<file path="src/rtl/spi_pixel_loader_pkg.sv">
// Shared types and constants for the SPI pixel loader.
package spi_pixel_loader_pkg;

  localparam int NUM_PIXEL_BYTES = 72;
  localparam int BYTE_W          = 8;
  localparam int COUNT_W         = 7;
  localparam int STATE_W         = 2;

  typedef enum logic [STATE_W-1:0] {
    IDLE = 2'd0,
    LOAD = 2'd1,
    FULL = 2'd2
  } state_t;

  // MSB-first assembly: each new bit enters at the LSB end.
  function automatic logic [BYTE_W-1:0] shift_in(input logic [BYTE_W-1:0] cur,
                                                 input logic              bit_in);
    return {cur[BYTE_W-2:0], bit_in};
  endfunction

endpackage

</file>
<file path="src/rtl/spi_pixel_loader_sync_edge.sv">
// spi_sync_edge: multi-flop synchronizer with a registered rising-edge pulse.
// STAGES must be at least 2; RST_VAL is the idle level of the input.
module spi_sync_edge #(
  parameter int   STAGES  = 2,
  parameter logic RST_VAL = 1'b0
) (
  input  logic clk,
  input  logic n_rst,
  input  logic d,
  output logic rise
);

  logic [STAGES-1:0] sync_q;
  logic              prev_q;

  // rise is registered so the pulse is glitch-free and exactly one clk wide.
  always_ff @(posedge clk or negedge n_rst) begin
    if (!n_rst) begin
      sync_q <= {STAGES{RST_VAL}};
      prev_q <= RST_VAL;
      rise   <= 1'b0;
    end else begin
      sync_q <= {sync_q[STAGES-2:0], d};
      prev_q <= sync_q[STAGES-1];
      rise   <= sync_q[STAGES-1] & ~prev_q;
    end
  end

endmodule

</file>
<file path="src/rtl/spi_pixel_loader.sv">
// SPI mode-0 slave that assembles bytes and strobes them into a pixel frame buffer.
// Optional SPI_PIXEL_LOADER_CHECKSUM_EN adds a running XOR checksum output.
module spi_pixel_loader
  import spi_pixel_loader_pkg::*;
#(
  parameter int NUM_BYTES   = NUM_PIXEL_BYTES,
  parameter int SYNC_STAGES = 2
) (
  input  logic               clk,
  input  logic               n_rst,
  input  logic               sclk,
  input  logic               mosi,
  input  logic               ss_n,
  input  logic               network_calc,
  input  logic               frame_clr,
  output logic [BYTE_W-1:0]  spi_in,
  output logic               shift_SPI,
  output logic               write_en,
  output logic [COUNT_W-1:0] byte_count,
  output logic               image_ready,
  output logic               overrun,
`ifdef SPI_PIXEL_LOADER_CHECKSUM_EN
  output logic [BYTE_W-1:0]  checksum,
`endif
  output logic [STATE_W-1:0] state_dbg
);

  // Handshake: shift_SPI/write_en form a one-cycle push strobe with no
  // back-pressure; spi_in is valid in the strobe cycle and held until the next.
  localparam logic [COUNT_W-1:0] FULL_CNT = COUNT_W'(NUM_BYTES);
  localparam logic [COUNT_W-1:0] LAST_CNT = COUNT_W'(NUM_BYTES - 1);

  logic                   sclk_rise;
  logic [SYNC_STAGES-1:0] mosi_sync;
  logic [SYNC_STAGES-1:0] ss_sync;
  logic                   mosi_d;
  logic                   ss_s;

  logic [2:0]             bit_cnt;
  logic [BYTE_W-1:0]      shreg;
  logic                   byte_done;
  logic [BYTE_W-1:0]      byte_buf;

  state_t                 state_q;
  state_t                 state_d;
  logic                   load_ok;
  logic                   accept;
  logic                   drop;

  spi_sync_edge #(
    .STAGES  (SYNC_STAGES),
    .RST_VAL (1'b0)
  ) u_sclk_sync (
    .clk   (clk),
    .n_rst (n_rst),
    .d     (sclk),
    .rise  (sclk_rise)
  );

  // mosi_d re-aligns data with the extra register in the sclk edge path.
  always_ff @(posedge clk or negedge n_rst) begin
    if (!n_rst) begin
      mosi_sync <= '0;
      ss_sync   <= '1;
      mosi_d    <= 1'b0;
    end else begin
      mosi_sync <= {mosi_sync[SYNC_STAGES-2:0], mosi};
      ss_sync   <= {ss_sync[SYNC_STAGES-2:0], ss_n};
      mosi_d    <= mosi_sync[SYNC_STAGES-1];
    end
  end

  assign ss_s = ss_sync[SYNC_STAGES-1];

  always_ff @(posedge clk or negedge n_rst) begin
    if (!n_rst) begin
      bit_cnt   <= '0;
      shreg     <= '0;
      byte_done <= 1'b0;
      byte_buf  <= '0;
    end else begin
      byte_done <= 1'b0;
      if (ss_s) begin
        bit_cnt <= '0;
        shreg   <= '0;
      end else if (sclk_rise) begin
        shreg   <= shift_in(shreg, mosi_d);
        bit_cnt <= bit_cnt + 3'd1;
        if (bit_cnt == 3'd7) begin
          byte_done <= 1'b1;
          byte_buf  <= shift_in(shreg, mosi_d);
        end
      end
    end
  end

  // frame_clr has priority over a completing byte and suppresses overrun.
  assign accept = byte_done & load_ok & ~network_calc & ~frame_clr;
  assign drop   = byte_done & ~accept & ~frame_clr;

  always_ff @(posedge clk or negedge n_rst) begin
    if (!n_rst) begin
      state_q <= IDLE;
    end else begin
      state_q <= state_d;
    end
  end

  always_comb begin
    state_d = state_q;
    case (state_q)
      IDLE: begin
        if (accept) state_d = (byte_count == LAST_CNT) ? FULL : LOAD;
      end
      LOAD: begin
        if (frame_clr)                               state_d = IDLE;
        else if (accept && byte_count == LAST_CNT)   state_d = FULL;
      end
      FULL: begin
        if (frame_clr) state_d = IDLE;
      end
      default: state_d = IDLE;
    endcase
  end

  always_comb begin
    load_ok     = 1'b0;
    image_ready = 1'b0;
    state_dbg   = state_q;
    case (state_q)
      IDLE:    load_ok     = 1'b1;
      LOAD:    load_ok     = 1'b1;
      FULL:    image_ready = 1'b1;
      default: load_ok     = 1'b0;
    endcase
  end

  always_ff @(posedge clk or negedge n_rst) begin
    if (!n_rst) begin
      spi_in     <= '0;
      shift_SPI  <= 1'b0;
      write_en   <= 1'b0;
      byte_count <= '0;
      overrun    <= 1'b0;
    end else begin
      shift_SPI <= accept;
      write_en  <= accept;
      if (accept) spi_in <= byte_buf;

      if (frame_clr)                           byte_count <= '0;
      else if (accept && byte_count != FULL_CNT) byte_count <= byte_count + 1'b1;

      if (frame_clr)  overrun <= 1'b0;
      else if (drop)  overrun <= 1'b1;
    end
  end

`ifdef SPI_PIXEL_LOADER_CHECKSUM_EN
  always_ff @(posedge clk or negedge n_rst) begin
    if (!n_rst) begin
      checksum <= '0;
    end else if (frame_clr) begin
      checksum <= '0;
    end else if (accept) begin
      checksum <= checksum ^ byte_buf;
    end
  end
`endif

endmodule

</file>
<file path="config.mk">
export PLATFORM = sky130hd
export DESIGN_NAME = spi_pixel_loader
export DESIGN_NICKNAME = d
export VERILOG_FILES = /design/src/rtl/spi_pixel_loader_pkg.sv /design/src/rtl/spi_pixel_loader_sync_edge.sv /design/src/rtl/spi_pixel_loader.sv
export SDC_FILE = /design/constraint.sdc
export NUM_CORES = 1
export LEC_CHECK = 0
export BUFFER_PORTS_ARGS = -buffer_cell sky130_fd_sc_hd__buf_2
export CORE_UTILIZATION = 40
export DETAILED_ROUTE_END_ITERATION = 10
export GPL_TIMING_DRIVEN = 0
export SYNTH_ARGS = -nofsm -noshare
export SYNTH_HDL_FRONTEND = slang
export SYNTH_SLANG_ARGS = --single-unit
</file>
<file path="constraint.sdc">
create_clock -name clk -period 2.1 [get_ports clk]
set_input_delay 0.42 -clock clk [delete_from_list [all_inputs] [get_ports clk]]
set_output_delay 0.42 -clock clk [all_outputs]
set_load 0.005 [all_outputs]
</file>
=== After elaboration in Yosys (flattened, before gate mapping) ===
Index checks and enable logic that the tools add are counted.

* Equality and inequality tests: 8
* Reduce and logical (&&, ||, !) cells: 9
* Bitwise gates (word level): 11
* Add/subtract/negate cells: 2
* Muxes and demuxes: 19

{| class="wikitable"
|+ Operators by type and width
! cell !! count
|-
| 7-bit two-way mux || 4
|-
| 2-bit two-way mux || 5
|-
| 7-bit by 1-bit adder with 7-bit output (second input constant) || 1
|-
| 7-bit == test (second input constant) || 1
|-
| 1-bit two-way mux || 7
|-
| 7-bit inequality test (second input constant) || 1
|-
| 1-bit bitwise AND || 6
|-
| 3-bit two-way mux || 2
|-
| 2-bit case mux with 3 select lines || 1
|-
| 3-bit AND reduction || 2
|-
| 2-bit nonzero test || 3
|-
| 1-bit NOT || 5
|-
| 2-bit inequality test (second input constant) || 2
|-
| 3-bit by 1-bit adder with 3-bit output (second input constant) || 1
|-
| 3-bit == test (second input constant) || 1
|-
| 3-bit inequality test (second input constant) || 1
|-
| 2-bit by 1-bit == test with 1-bit output (second input constant) || 1
|-
| 2-bit == test (second input constant) || 1
|-
| 1-bit logical AND || 2
|-
| 2-bit logical NOT || 1
|-
| 2-bit OR reduction || 1
|}

* Register bits after elaboration: 47

=== Depth between registers and ports, before layout ===
* Depth after elaboration: 11
* Depth in mapped cells: 4
* Mapped depth without buffers: 4

=== By module ===
Synthesis repeated with hierarchy kept, for this count alone.

* Cells, all modules: 142
* Area total of the unflattened synthesis: 1909.3 µm²

{| class="wikitable"
|+ Modules (own cells, without submodules)
! module !! times used !! cells each !! area an instance (µm²) !! sequential area each (µm²)
|-
| spi_pixel_loader || 1 || 137 || 1795.5 || 1078.5
|-
| spi_sync_edge || 1 || 5 || 113.9 || 100.1
|}

=== Worst setup path after synthesis ===
Ideal clock, no wire load.

* Kind: reg-to-reg
* Start: register state_q[1] (netlist: state_dbg[1])
* End: register byte_count[6]
* Path slack: 0.422 ns
* Cell stages (with the launch flop): 4
* Library setup time: 0.078 ns
* Required time: 2.022 ns
* Arrival: 1.600 ns
* Path through: dfrtp_1 > or4b_4 > or4_1 > a21oi_1

* Word-level cells in the longest chain between the ends: 8

{| class="wikitable"
|+ RTL lines
! what !! RTL line !! text
|-
| start: declaration || spi_pixel_loader.sv:44 || <nowiki>state_t state_q;</nowiki>
|-
| start signal: assignment || spi_pixel_loader.sv:105 || <nowiki>state_q <= state_d;</nowiki>
|-
| 2-bit by 1-bit == test with 1-bit output / 2-bit logical NOT (equally long branches) || spi_pixel_loader.sv:130 || <nowiki>case (state_q)</nowiki>
|-
| 2-bit OR reduction (no source line) (*) || - ||
|-
| 1-bit two-way mux (*) || spi_pixel_loader.sv:130 ||
|-
| 1-bit bitwise AND (*) (3 in a row) || spi_pixel_loader.sv:98 || <nowiki>assign accept = byte_done & load_ok & ~network_calc & ~frame_clr;</nowiki>
|-
| 1-bit logical AND (*) || spi_pixel_loader.sv:151 || <nowiki>else if (accept && byte_count != FULL_CNT) byte_count <= byte_count + 1'b1;</nowiki>
|-
| 2-bit nonzero test (no source line) (*) || - ||
|-
| end signal: assignment || spi_pixel_loader.sv:151 ||
|-
| end: declaration || spi_pixel_loader.sv:19 || <nowiki>output logic [COUNT_W-1:0] byte_count,</nowiki>
|}

Mark *: on every way between the ends. The rest lies on a longest branch, timed or not.
A chain may end at the register's enable or synchronous reset.

=== Worst setup path in the final report ===
Ends and elaborated chain as after synthesis.

==> summary.md <==
| Metric | Value |
|---|---|
| Core Area | `about 4400 µm²` |
| Max_slew headroom | `33.0%` |
| Drt pass-1 iters | `4` |
| Post-cts hold buffer count | `0` |
| TritonCTS clock tree | `done` |
| Post_cts resized | `0` |
| Vias | `around 1200` |
| RSZ-0062 raised after global routing | `no` |
| Final ANT Viol Nets | `0` |
| Initial Util | `between 40% and 50%` |
| CP Launch Type | `flip-flop` |
| Critical Path RT | `~2.3 ns` |
| Adder-cell area share of the yosys netlist | `between 2 and 3%` |
| Ant diodes | `0` |
| PwrDens | `~700 nW/µm²` |
| Initial antenna violation count | `0` |
| First-pass GRT wire length | `around 5600 µm` |
| RD Place Congestion | `0.781` |
| Final Cell Area | `2160 µm²` |
| CTS clk-pin slew, worst paths | `0.09 ns` |
| Syn nets | `roughly 150` |
| DP HPWL | `approximately 2100 µm` |
| First DRT Iteration DRCs | `43` |
| Mapped Area | `approximately 1900 µm²` |
| Max IR drop VDD | `between 0.0004 and 0.0005 V` |
| R2R depth | `3` |
| Ports | `28` |
| Cells after Synth | `140` |
| Most common cell after layout, fill and taps aside | `dfrtp_1` |
| Final global-route overflow total | `0` |
| Distinct cells, synth | `30` |
| Setup CP Type | `flip-flop to flip-flop` |
| Post-Synth XOR/XNOR Area | `less than 1%` |
| CTS Root Cell | `clkbuf_8` |
| Endpoint class of the critical path | `flip-flop` |
| Vias in the first global route | `1197` |
| Final wirelength | `just over 3000 µm` |
| Post-synthesis register bit count | `between 40 and 50` |
| Commonest non-fill, non-tap cells in the layout | `45 x dfrtp_1, 28 x buf_2, 17 x mux2_2` |
| Post-DR wirelength/cell | `13.6 µm` |
| Longest Clk Path Bufs | `2` |
| Dpl cells | `between 200 and 250` |
| Minimum clock period | `between 1.5 and 2 ns` |
| Synth warn | `0` |
| Clk_skew | `~0.011 ns` |
| Simple-Gate Fraction of Synth Area | `approximately 8.7%` |
| Setup Fix Bufs, Post-CTS | `0` |
| Placed Area | `just over 2000 µm²` |
| Row Count | `24` |
| Dominant combinational cell family by area after synthesis | `multiplexers` |
| All-layer global routing usage | `~15%` |
| DIE WIDTH | `approximately 70 µm` |
| Largest net degree at the start of global routing | `48` |
| Cts bufs inserted | `5` |
| Port Buffers | `27` |
| H-tree Lvls | `2` |
| Maximum clock frequency | `between 0.5 and 0.6 GHz` |
| Worst-margin pin slew | `roughly 1.0 ns` |
| Final Hold Fails | `0` |
| Synth Area in Compound Gates | `just over 6%` |
| Die area | `a little under 5000 µm²` |
| Leak | `0.00109 µW` |
| Mean area per synthesized cell | `around 13 µm²` |
| Max cap viols | `0` |
| Layout cell share with drive strength beyond 1 | `about 33%` |
| Status | `finished clean` |
| Setup violators final | `0` |
| Finished Layout Cells | `approximately 230` |
| Power Total | `around 1600 µW` |
| CP Max Fanout | `6` |
| Worst min path class | `primary input to flip-flop` |
| Worst path arrival time | `roughly 2.0 ns` |
| Synth-to-Final Area Change | `16.2%` |
| Die Ht | `around 70 µm` |
| # DRC | `0` |
| Final worst-path cycle share | `a little over four fifths` |
| Skew-Pair Late Insertion Delay | `around 0.3 ns` |
| Post-synthesis mux area share | `between 15 and 20%` |
| Sequential area share after synthesis | `a little under two thirds` |
| Hold Path Depth | `1` |
| Vias per Instance | `about 5.1` |
| Final setup TNS | `0 ns` |
| Fin. max-slew vios | `0` |
| Final #Nets | `roughly 190` |
| Clk sink count | `47` |
[synth_stat cells]
| library cell | count | area (µm²) |
|---|---|---|
| dfrtp_1 | 45 | 1130 |
| mux2_2 | 17 | 191 |
| nor2_1 | 12 | 45.0 |
| mux2i_1 | 10 | 100 |
| inv_1 | 7 | 26.3 |
| nand2_1 | 6 | 22.5 |
| a21oi_1 | 5 | 25.0 |
| ha_1 | 4 | 50.1 |
| clkbuf_1 | 3 | 11.3 |
| nand3_1 | 3 | 15.0 |
| o21ai_0 | 3 | 15.0 |
| o31ai_1 | 3 | 22.5 |
| or4_1 | 3 | 22.5 |
| dfstp_2 | 2 | 52.6 |
| nor2b_1 | 2 | 12.5 |
| a211o_1 | 1 | 8.76 |
| a211oi_1 | 1 | 7.51 |
| a31o_2 | 1 | 8.76 |
| a41o_1 | 1 | 10.0 |
| a41oi_1 | 1 | 8.76 |
| buf_2 | 1 | 5.00 |
| buf_4 | 1 | 7.51 |
| inv_2 | 1 | 3.75 |
| nand3b_1 | 1 | 7.51 |
| nor3b_1 | 1 | 7.51 |
| o2bb2ai_1 | 1 | 8.76 |
| or3_1 | 1 | 6.26 |
| or3b_1 | 1 | 8.76 |
| or4b_4 | 1 | 13.8 |
| xnor2_1 | 1 | 8.76 |
[stage by stage]
stage	utilization (%)	hold slack (ns)	setup WS, ns
after floorplan	-	0.124	0.422
after global placement	46.7	0.333	0.301
after detailed placement	46.7	0.339	0.278
after CTS	48.9	0.202	0.321
after global routing	48.9	0.199	0.229
final	48.9	0.222	0.326
[worst paths after layout]
kind	startpoint	end	slack, ns
worst max register to register	state_dbg[1]	byte_count[6]	0.33
worst max-delay path	state_dbg[1]	byte_count[6]	0.33
min in group asynchronous	n_rst	byte_count[6]	0.28
worst min-delay path	ss_n	ss_sync[0]	0.22
worst min register to register	mosi_sync[0]	mosi_sync[1]	0.35
max in group asynchronous	n_rst	mosi_sync[0]	1.18
[per-layer routing]
metal  up-vias  global-route usage, %  routed length, µm
li1        554                      -                  -
met1       586                   17.5               1360
met2        20                   25.4               1610
met3         2                   3.03                102
met4         0                   6.67                  8
met5         -                      0                  0
[kinds of logic after synthesis]
kind of cell / count (synthesis)
flops: 47
compound gates: 17
simple gates: 31
xor+xnor: 1
buf+inv: 13
mux: 27
fa+ha+maj: 4
[flip-flops by register name, indices dropped and copies added (netlist names)]
name	cells
ss_sync	2
write_en	1
byte_count	7
spi_in	8
state_dbg	2
u_sclk_sync.prev_q	1
u_sclk_sync.rise	1
u_sclk_sync.sync_q	2
bit_cnt	3
mosi_d	1
mosi_sync	2
byte_buf	8
shreg	7
overrun	1
byte_done	1
[layout make-up]
cell class	instances	area, µm²
clock buffers	8	100
plain buffers	5	23.8
well taps	52	65.1
repair buffers	27	135
multi-input cells	80	627
inverters	8	30.0
flip-flops and latches	47	1180
fillers	404	2250
[worst max-delay path, stage by stage, from the launching register on]
cell,delay [ns]
dfrtp_1,0.45
or4b_4,0.59
or4_1,0.51
a21oi_1,0.16
[where the power goes]
part,total [µW],switching (µW),internal [µW]
registers,924,5.81,918
logic,46.9,32.7,14.2
clock network,584,284,301
total,1560,322,1230
(Power assumes the default switching activity.)
